===== src/rtl/ram32x4_loader_if.sv =====
// Load-stream and read-port bundle for ram32x4_loader.
// The master side sources nibbles and issues read addresses.
interface ram32x4_loader_if #(
  parameter int unsigned AW = 5,
  parameter int unsigned DW = 4
);
  logic [DW-1:0] din;
  logic          din_valid;
  logic          din_ready;
  logic [AW-1:0] rd_addr;
  logic [DW-1:0] rd_data;

  modport master (
    output din, din_valid, rd_addr,
    input  din_ready, rd_data
  );

  modport slave (
    input  din, din_valid, rd_addr,
    output din_ready, rd_data
  );
endinterface


===== src/rtl/ram32x4_loader.sv =====
// 32x4 RAM with a sequential load controller and a ROM-compatible registered read port.
// Loads start at address 0; a load ends on stop or after the last word.
module ram32x4_loader #(
  parameter int unsigned AW = 5,
  parameter int unsigned DW = 4
) (
  input  logic             clk,
  input  logic             rstn,
  input  logic             start,
  input  logic             stop,
  ram32x4_loader_if.slave  bus,
  output logic             busy,
  output logic             done,
  output logic [AW:0]      count
);

  localparam int unsigned     Depth   = 2 ** AW;
  localparam logic [AW-1:0]   LastA   = AW'(Depth - 1);
  localparam logic [AW-1:0]   AddrOne = AW'(1);
  localparam logic [AW:0]     CntOne  = (AW + 1)'(1);

  typedef enum logic [1:0] {StIdle, StLoad, StDone} state_e;

  state_e        state_q, state_d;
  logic [AW-1:0] wr_addr_q, wr_addr_d;
  logic [AW:0]   count_q, count_d;
  logic [DW-1:0] rd_data_q;
  logic [DW-1:0] mem [Depth];

  logic accept;
  logic last_word;

  assign accept    = bus.din_valid & (state_q == StLoad);
  assign last_word = accept & (wr_addr_q == LastA);

  // State register
  always_ff @(posedge clk) begin
    if (!rstn) begin
      state_q   <= StIdle;
      wr_addr_q <= '0;
      count_q   <= '0;
    end else begin
      state_q   <= state_d;
      wr_addr_q <= wr_addr_d;
      count_q   <= count_d;
    end
  end

  // Next-state logic
  always_comb begin
    state_d   = state_q;
    wr_addr_d = wr_addr_q;
    count_d   = count_q;
    case (state_q)
      StIdle, StDone: begin
        if (start) begin
          state_d   = StLoad;
          wr_addr_d = '0;
          count_d   = '0;
        end
      end
      StLoad: begin
        // The accepted word is counted even when stop ends the load in the same cycle.
        if (accept) begin
          wr_addr_d = wr_addr_q + AddrOne;
          count_d   = count_q + CntOne;
        end
        if (stop || last_word) begin
          state_d = StDone;
        end
      end
      default: state_d = StIdle;
    endcase
  end

  // Output decode
  always_comb begin
    busy          = (state_q == StLoad);
    done          = (state_q == StDone);
    bus.din_ready = (state_q == StLoad);
    count         = count_q;
    bus.rd_data   = rd_data_q;
  end

  // Storage is not reset; writes are suppressed while rstn is low.
  always_ff @(posedge clk) begin
    if (rstn && accept) begin
      mem[wr_addr_q] <= bus.din;
    end
  end

  // Read-before-write: a same-address write shows up one cycle later.
  always_ff @(posedge clk) begin
    if (!rstn) begin
      rd_data_q <= '0;
    end else begin
      rd_data_q <= mem[bus.rd_addr];
    end
  end

endmodule


===== src/flat_wrapper.sv =====
// flat-port wrapper written by rule: the top's interface ports become plain ports
module ram32x4_loader_flat 
#(
  parameter int unsigned AW = 5,
  parameter int unsigned DW = 4
)
  (clk, rstn, start, stop, busy, done, count, bus_din, bus_din_valid, bus_rd_addr, bus_din_ready, bus_rd_data);
  ram32x4_loader_if #(.AW(AW), .DW(DW)) bus_i ();
  input  logic clk;
  input  logic rstn;
  input  logic start;
  input  logic stop;
  output logic busy;
  output logic done;
  output logic [AW:0] count;
  input wire logic [$bits(bus_i.din)-1:0] bus_din;
  input wire logic [$bits(bus_i.din_valid)-1:0] bus_din_valid;
  input wire logic [$bits(bus_i.rd_addr)-1:0] bus_rd_addr;
  output wire logic [$bits(bus_i.din_ready)-1:0] bus_din_ready;
  output wire logic [$bits(bus_i.rd_data)-1:0] bus_rd_data;
  assign bus_i.din = bus_din;
  assign bus_i.din_valid = bus_din_valid;
  assign bus_i.rd_addr = bus_rd_addr;
  assign bus_din_ready = bus_i.din_ready;
  assign bus_rd_data = bus_i.rd_data;
  ram32x4_loader #(.AW(AW), .DW(DW)) u_core (.clk(clk), .rstn(rstn), .start(start), .stop(stop), .bus(bus_i), .busy(busy), .done(done), .count(count));
endmodule

===== config.mk =====
export PLATFORM = sky130hd
export DESIGN_NAME = ram32x4_loader_flat
export DESIGN_NICKNAME = d
export VERILOG_FILES = /design/src/rtl/ram32x4_loader_if.sv /design/src/rtl/ram32x4_loader.sv /design/src/flat_wrapper.sv
export SDC_FILE = /design/constraint.sdc
export NUM_CORES = 1
export LEC_CHECK = 0
export BUFFER_PORTS_ARGS = -buffer_cell sky130_fd_sc_hd__clkbuf_2
export CAP_MARGIN = 5
export CORE_ASPECT_RATIO = 0.75
export CORE_UTILIZATION = 35
export DETAILED_ROUTE_END_ITERATION = 8
export SLEW_MARGIN = 25
export SYNTH_ARGS = -nofsm -noshare
export SYNTH_HDL_FRONTEND = slang
export SYNTH_SLANG_ARGS = --single-unit

===== constraint.sdc =====
create_clock -name clk -period 1.9 [get_ports clk]
set_clock_uncertainty 0.1 [all_clocks]
set_input_delay 0 -clock clk [delete_from_list [all_inputs] [get_ports clk]]
set_output_delay 0 -clock clk [all_outputs]
set_load 0.03 [all_outputs]

==> impl_metrics.toml, run 1 <==
[floorplanning]
start_util_pct = 36.3
die_h_um = 114
dieWidth_um = 152
core_um2 = 16200
pin_count = 27
num_rows = 40
die-area_um2 = 17300

[routing]
drc_errors = 0
vias = 3105
drt-pass1-iter-count = 4
vias_per_cell = 5.07
antenna_left = 0
wl_per_cell_um = 19.8
drt-initial-drc-count = 307
drt_wl_total_um = 12100

[cells_and_area]
utilization_pct = 43.6
syn_to_final_growth_pct = 20.3
drive_gt1_share_pct = 30.3
nets = 410
multiInputGateArea_um2 = 1610
antenna_cells = 0
regArea_um2 = 4180
nFillCells = 1411

[worst_setup_path]
r2r_end = "u_core.mem[5][3]"
r2r_cells = 4
crit_type = "reg2reg"
worst_setup_path_start_kind = "flop"
worstPathMaxFanout = 8
cp.required_ns = 1.85
cp-end-kind = "flop"
rrSetupSlack_ns = -0.007
worstPathArrival_ns = 1.86
r2r-start = "u_core.state_q[1]"

[pwr]
power_density_nw_per_um2 = 1030
vdd_ir_drop_max_v = 0.000497
p_leak_nw = 2.33
total_power_mw = 7.31

[logic_synthesis]
synth_area_per_cell_um2 = 17.6
yosysWarnings = 0
netlist_instances = 334
synth_area_leader_cell = "edfxtp_1"
yosys-top-cells-area = "edfxtp_1 65%, mux4_2 10%, dfxtp_1 5.8%"
yosysSeqAreaShare_pct = 71.2
synth_area_um2 = 5880
async_flop_share_pct = 0
synth_common_cells = "128 x edfxtp_1, 43 x nor2_1, 26 x mux4_2"
synth_top_area_share_pct = 65.4
ys_seq_elements = 145
synth_ff_type = "edfxtp_1"
synth.distinct_cells = 40
synthesis.nets = 354
yosysMostFrequentCell = "edfxtp_1"
synth_edf_count = 128

[timing]
layout_setup_ws_ns = -0.00657
slew_viol_final = 0
finalCriticalPeriod_ns = 1.91
worst_pin_slew_ns = 0.731
fin_crit_sh_pct = 100
setup_viol = 4
rsz0062_at_grt = "true"
slew_headroom_pct = 51.3
hold_violations = 0
fmax_mhz = 525

[status]
status = "complete, but fails checks"
violations = "negative setup slack"

[clock_network]
cts_buffer_depth = 2
cts_htree_levels = 4
cts-root-buf = "clkbuf_16"
clock_latency_ns = 0.41
cts_setup_buffers = 0
numCtsBuffers = 17
cts_tree = "built"
clk_pin_slew_ns = 0.06
cts_sinks = 145

[global_route]
grt_overflow = 0
grt_pass1_vias = 3213
grt_use_total_pct = 15.6
grt_pass1_wl_um = 19200
antenna_found_initial = 0
grt_start_max_net_pins = 33

[min_path]
hp-start = "bus_rd_addr[0]"
hold_class = "in2reg"
min_path_cells = 4
min_to = "u_core.bus.rd_data[1]"

[place]
dp.final_hpwl_um = 7980
routabilityCongestion = 0.749
io_buffers = 26

[run]
max_cap_viol_count = 0
[report_power, final]
part	internal (mW)	switching, mW
clock	2.21	1.27
combinational	0.146	0.207
sequential	3.48	0.00730
[flip-flops by register name, indices dropped and copies added (netlist names)]
| name | flops |
|---|---|
| u_core.mem | 128 |
| u_core.count | 6 |
| u_core.wr_addr_q | 5 |
| u_core.bus.rd_data | 4 |
| u_core.state_q | 2 |
[critical path: stages, from the launching register on]
cell and delay, ns:
dfxtp_1 0.33, and3b_1 0.23, and2_1 0.19, nand2_1 0.23
nor2_1 0.47
[how the worst max path moves through the flow]
stage | startpoint | end | slack [ns] | cells after the start
floorplan | u_core.state_q[0] | u_core.mem[13][0] | 0.19 | 5
global placement | u_core.state_q[1] | u_core.mem[11][1] | 0.08 | 4
detailed placement | u_core.state_q[1] | u_core.mem[9][1] | 0.02 | 4
CTS | u_core.state_q[1] | u_core.mem[9][0] | -0.003 | 4
global route | u_core.state_q[1] | u_core.mem[14][2] | -0.15 | 4
finish | u_core.state_q[1] | u_core.mem[5][3] | -0.007 | 4
[metal layers]
layer / up-vias / GRT usage [%] / part of all wire [%]
met2: 92 / 21.0 / 43
met4: 0 / 4.88 / 0.73
li1: 1425 / - / -
met3: 7 / 5.26 / 6.0
met1: 1581 / 23.5 / 50
met5: - / 0 / 0
[per-stage QoR]
step / worst slack, ns / hold WS [ns] / cells / setup TNS, ns / cell area, um^2
after global placement: 0.0780 / 0.187 / 575 / 0 / 6370
after floorplan: 0.186 / -0.00113 / 334 / 0 / 5880
after CTS: -0.00314 / 0.0225 / 613 / -0.00314 / 7050
after detailed placement: 0.0198 / 0.199 / 575 / 0 / 6370
final: -0.00657 / 0.0251 / 613 / -0.0213 / 7070
after global routing: -0.146 / 0.0605 / 613 / -5.88 / 7070
[what timing repair did]
action,in CTS,in global routing
gates cloned,0,0
hold endpoints to repair,10,0
hold buffers,6,0
resized for setup,0,8
pin swaps,0,0
endpoints found under the setup margin,1,76
[cell type report]
class / instances / share of cell area (%)
flip-flops and latches: 145 / 59.2
repair buffers: 53 / 5.45
clock inverters: 12 / 2.58
well taps: 210 / 3.72
inverters: 3 / 0.159
multi-input cells: 170 / 22.7
clock buffers: 20 / 6.18
[layout by cell type (no fill, tap or decap), types with 4 or more instances in the layout]
cell type / count
a21oi_1: 7
buf_4: 18
bufinv_16: 4
clkbuf_16: 17
clkbuf_2: 26
dfxtp_1: 17
dlygate4sd3_1: 6
edfxtp_1: 128
ha_1: 6
mux2_2: 8
mux4_1: 6
mux4_2: 26
nand2_1: 13
nand3_1: 9
nand3b_1: 4
nor2_1: 35
nor2_2: 8
nor2b_1: 10
xnor2_1: 4
[kinds of logic after synthesis]
group / Yosys count / share of synthesized area (%)
fa+ha+maj: 6 / 1.28
buf+inv: 19 / 1.83
xor+xnor: 7 / 1.04
mux: 41 / 14.3
flops: 145 / 71.2
compound gates: 25 / 2.89
simple gates: 91 / 7.43
Power figures use the tool's default switching activity.
==> inputs of run 2 (changes only) <==
- ABC_AREA: unset -> 1
==> run 2 against run 1 <==
  * The flow now finishes without violations
  * Combinational power grew 22%
  * Highest routed layer unchanged
  * Non-clock buffer count increased by 11
  * Die area up 3.6%
  * Wire length is 15% higher
  * Hold slack improved by 0.10 ns
  * Register-to-register slack improved by 0.08 ns
  * Utilization fell by 0.72 points
  * Largest cell class unchanged
  * Sequential power is essentially flat
==> impl_metrics.toml, run 2 <==
[timing]
fmax_mhz = 548
worst_pin_slew_ns = 0.812
finalCriticalPeriod_ns = 1.82
fin_crit_sh_pct = 96.0
hold_violations = 0
setup_tns_ns = 0
slew_headroom_pct = 45.8
setup_viol = 0
rsz0062_at_grt = "false"
slew_viol_final = 0

[cells_and_area]
multiInputGateArea_um2 = 1730
largest_register = "u_core.mem"
final_common_cell = "nand2_1"
syn_to_final_growth_pct = 19.2
largest_reg_flops = 128
regArea_um2 = 4180
drive_gt1_share_pct = 16.6
nFillCells = 1569
mostFrequentLayoutCells = "173 x nand2_1, 128 x edfxtp_1, 98 x nand3_1"
nets = 651
antenna_cells = 0

[clock_network]
numCtsBuffers = 17
cts_buffer_depth = 2
cts_sinks = 145
cts_tree = "built"
cts_htree_levels = 4
clock_latency_ns = 0.42
cts_setup_buffers = 0
cts-root-buf = "clkbuf_16"
clk_pin_slew_ns = 0.06

[logic_synthesis]
ys_seq_elements = 145
yosysSeqAreaShare_pct = 68.7
synth_area_per_cell_um2 = 10.6
synth_edf_count = 128
synth_top_area_share_pct = 63.1
synth_area_um2 = 6090
synth_common_cells = "179 x nand2_1, 128 x edfxtp_1, 99 x nand3_1"
synthesis.nets = 592
synth.distinct_cells = 22
yosys-top-cells-area = "edfxtp_1 63%, nand2_1 11%, nand3_1 8.1%"
synth_ff_type = "edfxtp_1"
synth_area_leader_cell = "edfxtp_1"
async_flop_share_pct = 0
yosysWarnings = 0
yosysMostFrequentCell = "nand2_1"
netlist_instances = 572

[routing]
drt_wl_total_um = 14000
drc_errors = 0
vias_per_cell = 5.02
drt-initial-drc-count = 422
wl_per_cell_um = 16.3
vias = 4305
antenna_left = 0
drt-pass1-iter-count = 5

[worst_setup_path]
worst_setup_path_start_kind = "flop"
rrSetupSlack_ns = 0.08
cp.required_ns = 2.12
cp-end-kind = "flop"
crit_type = "reg2reg"
worstPathMaxFanout = 1
worstPathArrival_ns = 2.04

[run]
max_cap_viol_count = 0

[global_route]
grt_pass1_wl_um = 22500
grt_start_max_net_pins = 57
grt_use_total_pct = 17.2
grt_overflow = 0
antenna_found_initial = 0
grt_pass1_vias = 4236

[place]
routabilityCongestion = 0.841
io_buffers = 26
dp.final_hpwl_um = 8820

[floorplanning]
start_util_pct = 36.0
num_rows = 41
die-area_um2 = 17900
die_h_um = 116
dieWidth_um = 154
pin_count = 27
core_um2 = 16900

[pwr]
p_leak_nw = 2.72
total_power_mw = 7.04
vdd_ir_drop_max_v = 0.000640
power_density_nw_per_um2 = 970

[min_path]
hold_class = "in2reg"

[status]
status = "completed"
==> run 2: path summary, 6_finish.rpt <==
kind	cells after the start	to	start
setup / recovery	9	u_core.bus.rd_data[3]	u_core.mem[17][3]
hold / removal	6	u_core.bus.rd_data[1]	bus_rd_addr[2]
setup reg to reg	9	u_core.bus.rd_data[3]	u_core.mem[17][3]
hold reg to reg	2	u_core.count[1]	u_core.count[1]
==> run 2: area by class of cell <==
| type | count | share of cell area (%) |
|---|---|---|
| clock buffers | 20 | 6.02 |
| clock inverters | 11 | 1.60 |
| inverters | 21 | 1.09 |
| multi-input cells | 382 | 23.8 |
| flip-flops and latches | 145 | 57.6 |
| well taps | 215 | 3.71 |
| repair buffers | 64 | 6.17 |
==> run 2: repair_timing <==
action	4_1_cts	5_1_grt
pin swaps	0	4
hold buffers	8	0
hold endpoints to repair	16	0
resized for setup	0	13
endpoints found under the setup margin	4	115
==> run 2: layer usage <==
metal	up-vias	global-route usage (%)	part of all wire [%]
met5	-	0	0
li1	2076	-	-
met3	22	5.01	6.1
met2	148	27.0	45
met4	0	6.86	1.7
met1	2059	22.7	47
==> run 2: worst max-delay path, cell delays in order, from the launching register on <==
cell,delay (ns)
edfxtp_1,0.37
nand2_1,0.07
nand3_1,0.09
nand3_1,0.16
nand2_1,0.12
nand2_1,0.07
nand3_1,0.08
nand2_1,0.07
dlygate4sd3_1,0.55
nor2_1,0.05
==> run 2: cells by family after synthesis <==
| kind of cell | after synthesis | share of synthesized area (%) |
|---|---|---|
| buf+inv | 45 | 3.55 |
| flops | 145 | 68.7 |
| simple gates | 353 | 24.6 |
| compound gates | 23 | 1.95 |
| fa+ha+maj | 6 | 1.23 |
==> run 2: stage by stage <==
| stage | instance area (um^2) | setup slack [ns] | instances | utilization, % | hold slack (ns) |
|---|---|---|---|---|---|
| global placement | 6590 | 0.0209 | 819 | 38.9 | 0.183 |
| floorplan | 6090 | 0.105 | 572 | - | -0.00113 |
| global route | 7260 | 0.00656 | 858 | 42.9 | 0.145 |
| finish | 7260 | 0.0768 | 858 | 42.9 | 0.128 |
| detailed placement | 6590 | 0.00541 | 819 | 38.9 | 0.205 |
| CTS | 7220 | -0.0142 | 858 | 42.7 | 0.104 |
==> run 2: report_power, final <==
part           switching, mW  internal, mW  total [mW]  leakage [nW]
combinational          0.306         0.123       0.429          1.16
sequential           0.00681          3.48        3.49          1.29
clock                   1.22          1.91        3.13         0.267
